### src/rtl/hazard_ctrl.sv
// hazard_ctrl: decode/execute hazard controller for the 5-stage core.
// A three-slot scoreboard (EX, MEM, WB) records in-flight destination registers.
// The controller decides each cycle whether the decode instruction may issue,
// drives the IF/ID hold, the ID/EX bubble and the whole-pipeline freeze, and
// registers operand forwarding selects for the instruction entering EX.
// Build option: define FORWARD_EN to enable operand forwarding, so that only
// load-use hazards stall. Left undefined, the block is a full interlock and
// the forwarding selects are tied to 00.
module hazard_ctrl (
    input  logic        clk,
    input  logic        rst,
    input  logic        id_valid,
    input  logic [2:0]  id_rs,
    input  logic [2:0]  id_rt,
    input  logic        id_use_s,
    input  logic        id_use_t,
    input  logic        id_wr,
    input  logic [2:0]  id_rd,
    input  logic        id_ld,
    input  logic        flush,
    input  logic        mem_busy,
    output logic        stall_fd,
    output logic        bubble_ex,
    output logic        freeze,
    output logic [1:0]  fwd_s_sel,
    output logic [1:0]  fwd_t_sel,
    output logic [15:0] stall_cnt
);

    // Scoreboard slots; a slot with wr=0 is empty.
    logic        ex_wr_q, ex_wr_d;
    logic [2:0]  ex_rd_q, ex_rd_d;
    logic        ex_ld_q, ex_ld_d;
    logic        mem_wr_q, mem_wr_d;
    logic [2:0]  mem_rd_q, mem_rd_d;
    logic        mem_ld_q, mem_ld_d;
    logic        wb_wr_q, wb_wr_d;
    logic [2:0]  wb_rd_q, wb_rd_d;
    logic        wb_ld_q, wb_ld_d;
    logic [15:0] stall_cnt_q, stall_cnt_d;

    logic match_ex_s, match_ex_t, match_mem_s, match_mem_t;
    logic hazard, issue, stall;

    // The WB slot is tracked only for completeness: the register file
    // bypasses write-before-read, so WB producers never cause a hazard.
    logic unused_wb;
    assign unused_wb = ^{wb_wr_q, wb_rd_q, wb_ld_q};

    // Live source matches against the EX and MEM producers.
    always_comb begin
        match_ex_s  = id_use_s & ex_wr_q  & (ex_rd_q  == id_rs);
        match_ex_t  = id_use_t & ex_wr_q  & (ex_rd_q  == id_rt);
        match_mem_s = id_use_s & mem_wr_q & (mem_rd_q == id_rs);
        match_mem_t = id_use_t & mem_wr_q & (mem_rd_q == id_rt);
    end

`ifdef FORWARD_EN
    // With forwarding, only a load still in EX cannot supply its data in time.
    assign hazard = ex_ld_q & (match_ex_s | match_ex_t);
`else
    assign hazard = match_ex_s | match_ex_t | match_mem_s | match_mem_t;
`endif

    // Issue/stall decision; flush and mem_busy both override a hazard stall.
    always_comb begin
        issue     = id_valid & ~hazard & ~flush & ~mem_busy;
        stall     = id_valid &  hazard & ~flush & ~mem_busy;
        stall_fd  = stall;
        bubble_ex = stall;
        freeze    = mem_busy;
    end

    // Scoreboard shift and saturating stall counter next state.
    always_comb begin
        ex_wr_d     = ex_wr_q;
        ex_rd_d     = ex_rd_q;
        ex_ld_d     = ex_ld_q;
        mem_wr_d    = mem_wr_q;
        mem_rd_d    = mem_rd_q;
        mem_ld_d    = mem_ld_q;
        wb_wr_d     = wb_wr_q;
        wb_rd_d     = wb_rd_q;
        wb_ld_d     = wb_ld_q;
        stall_cnt_d = stall_cnt_q;
        if (!mem_busy) begin
            wb_wr_d  = mem_wr_q;
            wb_rd_d  = mem_rd_q;
            wb_ld_d  = mem_ld_q;
            mem_wr_d = ex_wr_q;
            mem_rd_d = ex_rd_q;
            mem_ld_d = ex_ld_q;
            if (issue) begin
                ex_wr_d = id_wr;
                ex_rd_d = id_rd;
                ex_ld_d = id_ld;
            end else begin
                ex_wr_d = 1'b0;
                ex_rd_d = 3'd0;
                ex_ld_d = 1'b0;
            end
        end
        if (stall && (stall_cnt_q != 16'hFFFF)) begin
            stall_cnt_d = stall_cnt_q + 16'd1;
        end
    end

    // Scoreboard and counter state.
    always_ff @(posedge clk or posedge rst) begin
        if (rst) begin
            ex_wr_q     <= 1'b0;
            ex_rd_q     <= 3'd0;
            ex_ld_q     <= 1'b0;
            mem_wr_q    <= 1'b0;
            mem_rd_q    <= 3'd0;
            mem_ld_q    <= 1'b0;
            wb_wr_q     <= 1'b0;
            wb_rd_q     <= 3'd0;
            wb_ld_q     <= 1'b0;
            stall_cnt_q <= 16'd0;
        end else begin
            ex_wr_q     <= ex_wr_d;
            ex_rd_q     <= ex_rd_d;
            ex_ld_q     <= ex_ld_d;
            mem_wr_q    <= mem_wr_d;
            mem_rd_q    <= mem_rd_d;
            mem_ld_q    <= mem_ld_d;
            wb_wr_q     <= wb_wr_d;
            wb_rd_q     <= wb_rd_d;
            wb_ld_q     <= wb_ld_d;
            stall_cnt_q <= stall_cnt_d;
        end
    end

    assign stall_cnt = stall_cnt_q;

`ifdef FORWARD_EN
    logic [1:0] fwd_s_q, fwd_s_d;
    logic [1:0] fwd_t_q, fwd_t_d;

    // Forward select for one source: nearest producer (EX) wins over MEM.
    function automatic logic [1:0] pick_sel(input logic m_ex, input logic m_mem);
        if (m_ex) begin
            return 2'b01;
        end else if (m_mem) begin
            return 2'b10;
        end
        return 2'b00;
    endfunction

    // Selects capture on issue, clear on a bubble, hold while frozen.
    always_comb begin
        fwd_s_d = fwd_s_q;
        fwd_t_d = fwd_t_q;
        if (!mem_busy) begin
            fwd_s_d = 2'b00;
            fwd_t_d = 2'b00;
            if (issue) begin
                fwd_s_d = pick_sel(match_ex_s, match_mem_s);
                fwd_t_d = pick_sel(match_ex_t, match_mem_t);
            end
        end
    end

    // Forwarding select registers.
    always_ff @(posedge clk or posedge rst) begin
        if (rst) begin
            fwd_s_q <= 2'b00;
            fwd_t_q <= 2'b00;
        end else begin
            fwd_s_q <= fwd_s_d;
            fwd_t_q <= fwd_t_d;
        end
    end

    assign fwd_s_sel = fwd_s_q;
    assign fwd_t_sel = fwd_t_q;
`else
    assign fwd_s_sel = 2'b00;
    assign fwd_t_sel = 2'b00;
`endif

endmodule

### config.mk
export PLATFORM = sky130hd
export DESIGN_NAME = hazard_ctrl
export DESIGN_NICKNAME = d
export VERILOG_FILES = /design/src/rtl/hazard_ctrl.sv
export SDC_FILE = /design/constraint.sdc
export NUM_CORES = 1
export LEC_CHECK = 0
export BUFFER_PORTS_ARGS = -buffer_cell sky130_fd_sc_hd__buf_2
export CORE_MARGIN = 2
export CORE_UTILIZATION = 57
export CTS_BUF_LIST = sky130_fd_sc_hd__clkbuf_8
export CTS_CLUSTER_DIAMETER = 150
export DETAILED_ROUTE_END_ITERATION = 10
export HOLD_SLACK_MARGIN = 0.1
export PLACE_DENSITY = 0.87
export SLEW_MARGIN = 20
export SYNTH_ARGS = -nofsm -noshare
export SYNTH_HDL_FRONTEND = slang
export SYNTH_SLANG_ARGS = --single-unit
### constraint.sdc
create_clock -name clk -period 4.71 [get_ports clk]
set_clock_uncertainty 0.1 [all_clocks]
set_input_delay 0.942 -clock clk [delete_from_list [all_inputs] [get_ports clk]]
set_output_delay 0.942 -clock clk [all_outputs]
set_load 0.05 [all_outputs]
==> results.cfg <==
[clock_tree]
cts_tree = done
cts.sinks = 24
cts-root-buf = clkbuf_8
insertion_delay_ns = 0.26
cts_resized = 0
clock_path_buffers = 2
cts-hold-fix-buffers = 0
clk_pin_slew_ns = 0.08
cts.htree.levels = 1
cts_made_buffers = 3
postCtsSetupBuffers = 0

[worst_setup_path]
crit_buf_inv = 2
slowest_delay_ns = 0.80
cp-start-kind = input port
rrSetupSlack_ns = 2.43
path_cells = buf_2, xor2_1, nor4_1, or4_1, and2_1, buf_2
worstSetupPathType = in2out
cpMaxStageDelayCell = or4_1
cp_top_family = simple AND/OR/NAND/NOR gates
cp_max_fo = 17
endpoint_kind = output pin
critPathRequiredTime_ns = 3.67
worstPathArrival_ns = 2.61
path_common_cell = buf_2

[yosys]
yosys.cell_types.count = 27
synthMuxAreaShare = 0.0419
avgSynthCellArea_um2 = 11.1
synthXorXnorAreaFrac = 0.176
synth_seq_cells = 24
synthSimpleGateAreaFrac = 0.219
ys_seq_area_frac = 0.447
synth-compound-area-share = 0.0317
yosysWarningCount = 0
synth_top_family_by_area = simple AND/OR/NAND/NOR gates
netlist_instances = 121
synth_area_mm2 = 0.00134
synth-adder-area-share = 0.00931

[place]
dp_slack_ns = 1.05
place_inst = 177
io_buffers = 35
dp_hpwl_mm = 2.01
gp_congestion = 0.813

[sta]
finalMaxSlewViolations = 0
worstMarginPinSlew_ns = 0.857
period_share = 0.776
rsz0062_at_grt = false
setup_tns_ns = 0
finalHoldViolCount = 0
final-setup-viol-count = 0
maxSlewHeadroom = 0.428
setup_slack_ns = 1.06
fmax_mhz = 274
min_period_ns = 3.65

[grt]
grt_max_degree = 25
grt-ovfl-total = 0
grt_pass1_vias = 1012
grt_pass1_wl_mm = 4.24
track_usage = 0.212
grt_antenna_before_repair = 0

[drt]
drt-total-wl_mm = 2.58
drt-pass1-iter-count = 4
drc = 0
routedWlPerCell_um = 14.3
postRouteAntennaNets = 0
dr.first_iter.drc_count = 10
vias_per_cell = 5.53
vias = 1001

[outcome]
status = finished clean

[floorplanning]
core_mm2 = 0.00221
die_area_mm2 = 0.00276
io_pins = 41
die_h_um = 52.6
core.rowCount = 17
die_w_um = 52.6
floorplan.initialDensity = 0.607

[finish]
n_antenna_cell = 0
nets = 173
drive_above_1_share = 0.314
stdcell_count = 181
area_growth_pct = 13.9

[job]
max-cap-violations = 0

[power]
powerDensity_mw_per_mm2 = 271
vdd_drop_max_mv = 0.256
leakage_nw = 0.785

[worst_hold_path]
hold_path_class = reg2reg
synthesized netlist by cell type:
cell      count  area [um^2]
nor3b_1       1         7.51
nand4b_1      2         17.5
nand3_2       1         10.0
nor4_4        1         21.3
dfrtp_1      24          601
and4_1        2         17.5
o31ai_1       1         7.51
xor2_1       13          114
nor4_1        4         25.0
or4_1         1         7.51
nor3b_2       1         12.5
and2_1        2         12.5
nand4_1       8         50.1
or3_1         2         12.5
buf_6         4         45.0
conb_1        1         3.75
inv_1         2         7.51
buf_4         6         45.0
or3b_4        1         11.3
nand3_1       7         35.0
and3_1        2         12.5
xnor2_1      14          123
nor2_1        4         15.0
ha_1          1         12.5
mux2_2        5         56.3
nand2_1       7         26.3
a22o_1        4         35.0
cell families (layout without fill, tap and decap cells):
kind of cell,count (synthesis),in the layout
AO/OA/AOI/OAI,5,5
XOR/XNOR,27,27
adder cells (fa/ha/maj),1,1
buffers and inverters,12,41
flip-flops,24,24
multiplexers,5,5
other,1,4
AND/OR/NAND/NOR,46,46
path summary, 6_finish.rpt:
kind                              startpoint            end  depth (start not counted)
worst min-delay path            stall_cnt[7]   stall_cnt[7]                          1
max in group asynchronous                rst    mem_rd_q[2]                          2
worst max register to register    ex_rd_q[1]   stall_cnt[1]                          5
min in group asynchronous                rst  stall_cnt[12]                          2
worst max-delay path                id_rs[1]       stall_fd                          6
worst min register to register  stall_cnt[7]   stall_cnt[7]                          1
where the power goes:
group          leakage [nW]  switching, mW  internal (mW)
clock network        0.0288         0.0591         0.0744
logic                 0.425         0.0388         0.0200
registers             0.331        0.00925          0.213
area by class of cell:
class | instances | area (um^2)
Timing Repair Buffer | 35 | 175
Sequential cell | 24 | 601
Multi-Input combinational cell | 88 | 657
Clock buffer | 4 | 55.1
Fill cell | 180 | 682
Inverter | 2 | 7.51
Tap cell | 28 | 35.0
sequential cells by signal, summed over array words and instances, names as in the netlist:
name	cells
stall_cnt	16
ex_rd_q	3
mem_rd_q	3
ex_wr_q	1
mem_wr_q	1
cells in the final DEF (no fill, tap or decap), types with 4 or more instances in the layout:
cell / Yosys / final
dfrtp_1: 24 / 24
mux2_2: 5 / 5
nand3_1: 7 / 7
nand2_1: 7 / 7
buf_2: 0 / 35
nor2_1: 4 / 4
nand4_1: 8 / 8
clkbuf_8: 0 / 4
a22o_1: 4 / 4
xnor2_1: 14 / 14
xor2_1: 13 / 13
nor4_1: 4 / 4
conb_1: 1 / 4
layer usage:
metal	routed length, um	part of all wire	global-route usage
met5	0	0	0
met4	44	0.017	0.111
met3	127	0.049	0.0314
met2	1290	0.50	0.365
met1	1120	0.43	0.253
metrics by stage:
stage | power, mW | util | cell area [um^2] | hold WS (ns)
after floorplan | 0.272 | - | 1360 | 0.403
after global placement | 0.282 | 0.667 | 1480 | 0.385
after detailed placement | 0.285 | 0.667 | 1480 | 0.391
after CTS | 0.418 | 0.692 | 1530 | 0.402
after global routing | 0.433 | 0.692 | 1530 | 0.431
final | 0.415 | 0.692 | 1530 | 0.398
Power figures use the tool's default switching activity.
